--- src/rtl/y86_arb_pkg.sv ---
`default_nettype none
// +-----------------------------------------------------------------------+
// | y86_arb_pkg: shared types and constants for the y86 memory arbiter     |
// | Rev 1.0                                                               |
// +-----------------------------------------------------------------------+
package y86_arb_pkg;

  typedef enum logic [1:0] {
    IDLE   = 2'd0,
    ACCESS = 2'd1,
    DONE   = 2'd2
  } arb_state_e;

  localparam logic M_CORE = 1'b0;
  localparam logic M_DMA  = 1'b1;

  localparam logic [31:0] DEF_ERR_RDATA = 32'h0000_0000;

  // A disabled watchdog (TIMEOUT = 0) still needs a one-bit counter to exist.
  function automatic int cnt_width(input int timeout);
    return (timeout < 1) ? 1 : $clog2(timeout + 1);
  endfunction

endpackage
`default_nettype wire

--- src/rtl/y86_arb_timer.sv ---
`default_nettype none
// +-----------------------------------------------------------------------+
// | y86_arb_timer: saturating watchdog counter for stalled memory accesses |
// | Rev 1.0                                                               |
// +-----------------------------------------------------------------------+
module y86_arb_timer
  import y86_arb_pkg::*;
#(
  parameter int TIMEOUT = 16
) (
  input  logic clk,
  input  logic rst,
  input  logic clr,
  input  logic en,
  output logic expire
);

  localparam int              c_width = cnt_width(TIMEOUT);
  localparam logic [c_width-1:0] c_last = c_width'(TIMEOUT - 1);
  localparam logic [c_width-1:0] c_sat  = c_width'(TIMEOUT);

  logic [c_width-1:0] r_wcnt;

  always_ff @(posedge clk) begin
    if (!rst) begin
      r_wcnt <= '0;
    end else if (clr) begin
      r_wcnt <= '0;
    end else if (en && (r_wcnt != c_sat)) begin
      r_wcnt <= r_wcnt + 1'b1;
    end
  end

  // Fires during the last permitted cycle so the abort lands on the next edge.
  assign expire = (TIMEOUT != 0) && en && (r_wcnt == c_last);

endmodule
`default_nettype wire

--- src/rtl/y86_mem_arbiter.sv ---
`default_nettype none
// +-----------------------------------------------------------------------+
// | y86_mem_arbiter: round-robin core/DMA arbiter for the y86 memory port  |
// | Rev 1.0                                                               |
// +-----------------------------------------------------------------------+
module y86_mem_arbiter
  import y86_arb_pkg::*;
#(
  parameter int          TIMEOUT   = 16,
  parameter logic [31:0] ERR_RDATA = DEF_ERR_RDATA
) (
  input  logic        clk,
  input  logic        rst,
  input  logic        m0_req,
  input  logic        m0_we,
  input  logic [31:0] m0_addr,
  input  logic [31:0] m0_wdata,
  output logic        m0_gnt,
  output logic        m0_done,
  output logic        m0_err,
  output logic [31:0] m0_rdata,
  input  logic        m1_req,
  input  logic        m1_we,
  input  logic [31:0] m1_addr,
  input  logic [31:0] m1_wdata,
  output logic        m1_gnt,
  output logic        m1_done,
  output logic        m1_err,
  output logic [31:0] m1_rdata,
  output logic        mem_req,
  output logic        mem_we,
  output logic [31:0] mem_addr,
  output logic [31:0] mem_wdata,
  input  logic        mem_ack,
  input  logic [31:0] mem_rdata
);

  arb_state_e r_state;
  logic       r_prio;
  logic       r_owner;
  logic       w_win;
  logic       w_expire;
  logic       w_in_access;
  logic       w_finish;

  assign w_in_access = (r_state == ACCESS);
  assign w_finish    = mem_ack || w_expire;

  // Lone requester wins; on contention the master named by r_prio wins.
  always_comb begin
    w_win = m1_req;
    if (m0_req && m1_req) begin
      w_win = r_prio;
    end
  end

  y86_arb_timer #(
    .TIMEOUT (TIMEOUT)
  ) u_timer (
    .clk    (clk),
    .rst    (rst),
    .clr    (!w_in_access),
    .en     (w_in_access),
    .expire (w_expire)
  );

  always_ff @(posedge clk) begin
    if (!rst) begin
      r_state   <= IDLE;
      r_prio    <= M_CORE;
      r_owner   <= M_CORE;
      m0_gnt    <= 1'b0;
      m1_gnt    <= 1'b0;
      m0_done   <= 1'b0;
      m1_done   <= 1'b0;
      m0_err    <= 1'b0;
      m1_err    <= 1'b0;
      m0_rdata  <= '0;
      m1_rdata  <= '0;
      mem_req   <= 1'b0;
      mem_we    <= 1'b0;
      mem_addr  <= '0;
      mem_wdata <= '0;
    end else begin
      m0_gnt  <= 1'b0;
      m1_gnt  <= 1'b0;
      m0_done <= 1'b0;
      m1_done <= 1'b0;
      m0_err  <= 1'b0;
      m1_err  <= 1'b0;
      case (r_state)
        IDLE: begin
          if (m0_req || m1_req) begin
            r_state   <= ACCESS;
            r_owner   <= w_win;
            r_prio    <= ~w_win;
            mem_req   <= 1'b1;
            mem_we    <= (w_win == M_DMA) ? m1_we    : m0_we;
            mem_addr  <= (w_win == M_DMA) ? m1_addr  : m0_addr;
            mem_wdata <= (w_win == M_DMA) ? m1_wdata : m0_wdata;
            m0_gnt    <= (w_win == M_CORE);
            m1_gnt    <= (w_win == M_DMA);
          end
        end
        ACCESS: begin
          // An ack in the watchdog's final cycle still completes normally.
          if (w_finish) begin
            r_state <= DONE;
            mem_req <= 1'b0;
            m0_done <= (r_owner == M_CORE);
            m1_done <= (r_owner == M_DMA);
            m0_err  <= !mem_ack && (r_owner == M_CORE);
            m1_err  <= !mem_ack && (r_owner == M_DMA);
            if (!mem_we) begin
              if (r_owner == M_CORE) begin
                m0_rdata <= mem_ack ? mem_rdata : ERR_RDATA;
              end else begin
                m1_rdata <= mem_ack ? mem_rdata : ERR_RDATA;
              end
            end
          end
        end
        DONE: begin
          r_state <= IDLE;
        end
        default: begin
          r_state <= IDLE;
          mem_req <= 1'b0;
        end
      endcase
    end
  end

endmodule
`default_nettype wire

--- config.mk ---
export PLATFORM = sky130hd
export DESIGN_NAME = y86_mem_arbiter
export DESIGN_NICKNAME = d
export VERILOG_FILES = /design/src/rtl/y86_arb_pkg.sv /design/src/rtl/y86_arb_timer.sv /design/src/rtl/y86_mem_arbiter.sv
export SDC_FILE = /design/constraint.sdc
export NUM_CORES = 1
export LEC_CHECK = 0
export CAP_MARGIN = 10
export CELL_PAD_IN_SITES_DETAIL_PLACEMENT = 1
export CELL_PAD_IN_SITES_GLOBAL_PLACEMENT = 1
export CORE_MARGIN = 5
export CORE_UTILIZATION = 32
export CTS_BUF_LIST = sky130_fd_sc_hd__clkbuf_8
export CTS_CLUSTER_SIZE = 25
export DETAILED_ROUTE_END_ITERATION = 16
export PLACE_DENSITY = 0.86
export REMOVE_ABC_BUFFERS = 1
export SETUP_SLACK_MARGIN = 0.3
export SLEW_MARGIN = 40
export SYNTH_ARGS = -nofsm -noshare
export SYNTH_HDL_FRONTEND = slang
export SYNTH_SLANG_ARGS = --single-unit
--- constraint.sdc ---
create_clock -name clk -period 5.4 [get_ports clk]
set_input_delay 0.81 -clock clk [delete_from_list [all_inputs] [get_ports clk]]
set_output_delay 0.81 -clock clk [all_outputs]
set_load 0.005 [all_outputs]
==> results.txt <==
----------------------------------------------------
[Run status]
  Result of the run ... finished, final reports clean

[Routing]
  Final routed wirelength across all metal layers ... 24200 µm
  Antenna violation net count after detailed routing ... 0
  Total via count after detailed routing ... 6457
  Count of unresolved DRC violations after routing ... 0
  Via/cell ratio ... 5.39
  1st-pass router iterations ... 4
  Detailed router's first-iteration violation count ... 304
  Per-cell routed wire length ... 20.3 µm

[GRT]
  Largest net degree at the start of global routing ... 78
  Global-route wire length before repair ... 37400 µm
  Antenna violations before repair ... 0
  Overall fraction of global-route tracks in use ... 21.5%
  Grt ovf ... 0
  Number of global-route vias before repair ... 6689

[STA]
  Clock period minus final worst setup slack ... 2.66 ns
  Worst max-slew margin expressed relative to the limit ... 44.5%
  Smallest hold slack ... 0.465 ns
  Final hold violation count ... 0
  Final Slew Violations ... 0
  Setup repair after global routing missed its margin ... false
  Worst setup margin ... 2.74 ns
  Final-report setup violation count ... 0
  Maximum clock frequency ... 0.376 GHz
  Transition time at the pin with the least slew margin ... 0.832 ns
  Post-route setup TNS ... 0 ns
  Clk_skew ... 0.0159 ns
  Final period utilization ... 49.2%

[CTS]
  Resized Gates After CTS ... 0
  Clock Sink Count ... 145
  CTS H-tree depth ... 4
  Clock root buffer ... clkbuf_8
  Hold_buf cts ... 0
  Insertion delay to the later sink of the worst-skew pair ... 0.44 ns
  Post-CTS setup buffer count ... 0
  Post-CTS clock slew at the launch and capture registers of the worst setup and hold paths ... 0.09 ns
  Maximum buffer depth of the clock tree ... 2
  Clock tree from TritonCTS ... done
  Number of clock buffers inserted by TritonCTS ... 17

[Pwr]
  Internal power of the cells ... 1.82 mW
  Switching share of power ... 29.4%
  Switch Pwr ... 0.760 mW
  Relative contribution of the clock network to total power ... 36.0%
  Total chip power ... 2.58 mW
  Power per standard cell area ... 270 nW/µm²
  Peak supply drop ... 124 µV
  P_leak ... 3.39 nW
  Fraction of power consumed by combinational cells ... 19.2%
  Sequential Power Share ... 44.8%

[Synthesis]
  FF+latch count, synth ... 145
  Number of warning messages in the yosys log ... 0
  Count of different cell masters after synthesis ... 32
  Post-synthesis instance area ... 6070 µm²
  Post-synthesis average cell area ... 8.72 µm²
  Portion of the post-synthesis area used by sequential elements ... 47.9%
  Number of instances in the synthesized netlist ... 696

[Cells and area]
  Post-route cell area ... 9580 µm²
  Final Non-Filler Cells ... 1197
  Area grow syn2layout ... 57.9%
  Final Core Density ... 51.2%
  Diode count ... 0
  Most frequent standard cell in the layout excluding fill and tap cells ... clkdlybuf4s50_1
  Most frequent cells in the layout ... clkdlybuf4s50_1 (300), dfxtp_1 (145), nand3_1 (99)
  Final layout net count ... 1120
  Layout fillers ... 2164
  Share of cells above drive strength 1 ... 5.71%

[Placement]
  Post-DP Area ... 9160 µm²
  Post-Place Worst Slack ... 2.28 ns
  I/O Buffers ... 302
  Post-Place Cells ... 1165
  Final weighted congestion of routability-driven global placement ... 0.749
  DP Wirelength ... 17000 µm

[Die]
  Initial Utilization ... 32.4%
  Floorplan die height ... 148 µm
  Overall die width ... 148 µm
  Die Area ... 21800 µm²
  Count of boundary I/O pins ... 303
  Cell row count ... 50
  Area of the core region ... 18700 µm²

[Job]
  Max-capacitance violation count ... 0

[Setup path]
  Worst-path cell with the longest stage delay ... a21boi_4
  Signal arrival time at the worst endpoint ... 3.00 ns
  Kind of start point of the critical path ... input port
  Highest net fanout along the worst path ... 43
  Cells traversed along the worst timing path ... clkdlybuf4s50_1, a21boi_4, buf_4, nand3_1, a31oi_1
  Worst setup path category ... in2reg
  Worst path max stage delay ... 0.65 ns
  Critical Path End Type ... flop
  Required time reported for the critical path endpoint ... 5.75 ns

[Min path]
  Path type of the worst min-delay path ... reg2reg

----------------------------------------------------
## power groups by stage
stage          clock (mW)  sequential (mW)  combinational [mW]
4_1_cts             0.957             1.16               0.502
3_3_place_gp            0             1.18               0.492
6_report            0.929             1.16               0.496
3_5_place_dp            0             1.18               0.499
2_1_floorplan           0             1.18               0.167
5_1_grt              1.01             1.17               0.534
## synthesized netlist by cell type
master,count,share of area (%)
nor4b_4,1,0.39
inv_1,3,0.19
nor4bb_1,1,0.17
nand4_1,65,6.7
and2_1,1,0.10
buf_1,6,0.37
clkbuf_1,58,3.6
a21boi_0,1,0.12
mux2i_1,64,11
nand2b_1,4,0.41
ha_1,3,0.62
buf_6,3,0.56
nor3_1,2,0.17
nand3_1,99,8.2
o21ai_0,68,5.6
nor2_2,1,0.10
nor4_1,1,0.10
or4_1,1,0.12
nor2_1,8,0.50
inv_2,1,0.062
or2_1,1,0.10
a31oi_1,65,6.7
buf_2,12,0.99
and3_1,1,0.10
o31ai_1,1,0.12
nand4bb_1,1,0.19
xor2_1,1,0.14
nand3b_1,2,0.25
nor4b_1,1,0.14
dfxtp_1,145,48
a21oi_1,7,0.58
nand2_1,68,4.2
## metal layers
layer  vias to the layer above  GRT usage [%]  routed length, µm
met5                         -              0                  0
met4                         0           5.78                396
met1                      3100           25.7              10000
met2                       264           36.8              11600
met3                        23           7.54               2190
li1                       3070              -                  -
## state kept, by name (all words and copies together) (netlist names)
name and cells:
m0_done 1, m0_err 1, m0_gnt 1, m0_rdata 32
m1_done 1, m1_err 1, m1_gnt 1, m1_rdata 32
mem_addr 32, mem_req 1, mem_wdata 32, mem_we 1
r_owner 1, r_prio 1, r_state 2, u_timer.r_wcnt 5
## cell families after synthesis
kind of cell	Yosys count	synth area share, %
simple gates	258	21.9
flops	145	47.9
compound gates	142	13.1
buf+inv	83	5.75
mux	64	10.6
fa+ha+maj	3	0.619
xor+xnor	1	0.144
## final cells by class
class                           instances  area, µm²  area share [%]
Sequential cell                       145       2900            30.3
Tap cell                              234        293            3.06
Clock inverter                         15        185            1.93
Timing Repair Buffer                  314       3100            32.4
Inverter                                4       15.0           0.157
Clock buffer                           17        234            2.44
Multi-Input combinational cell        468       2850            29.7
## final timing paths
| kind | startpoint | endpoint | slack [ns] | cells past startpoint |
|---|---|---|---|---|
| setup / recovery | m0_req | mem_addr[8] | 2.74 | 5 |
| hold reg to reg | m1_rdata[30] | m1_rdata[30] | 0.46 | 2 |
| hold / removal | m1_rdata[30] | m1_rdata[30] | 0.46 | 2 |
| setup reg to reg | u_timer.r_wcnt[0] | m0_rdata[28] | 3.12 | 6 |
## critical path: cells and delay by family
| kind | cells | cell delay [ns] |
|---|---|---|
| buffers and inverters | 2 | 1.16 |
| AO/OA/AOI/OAI | 2 | 0.86 |
| AND/OR/NAND/NOR | 1 | 0.15 |
Note: power is estimated with default switching activity, not from simulation.
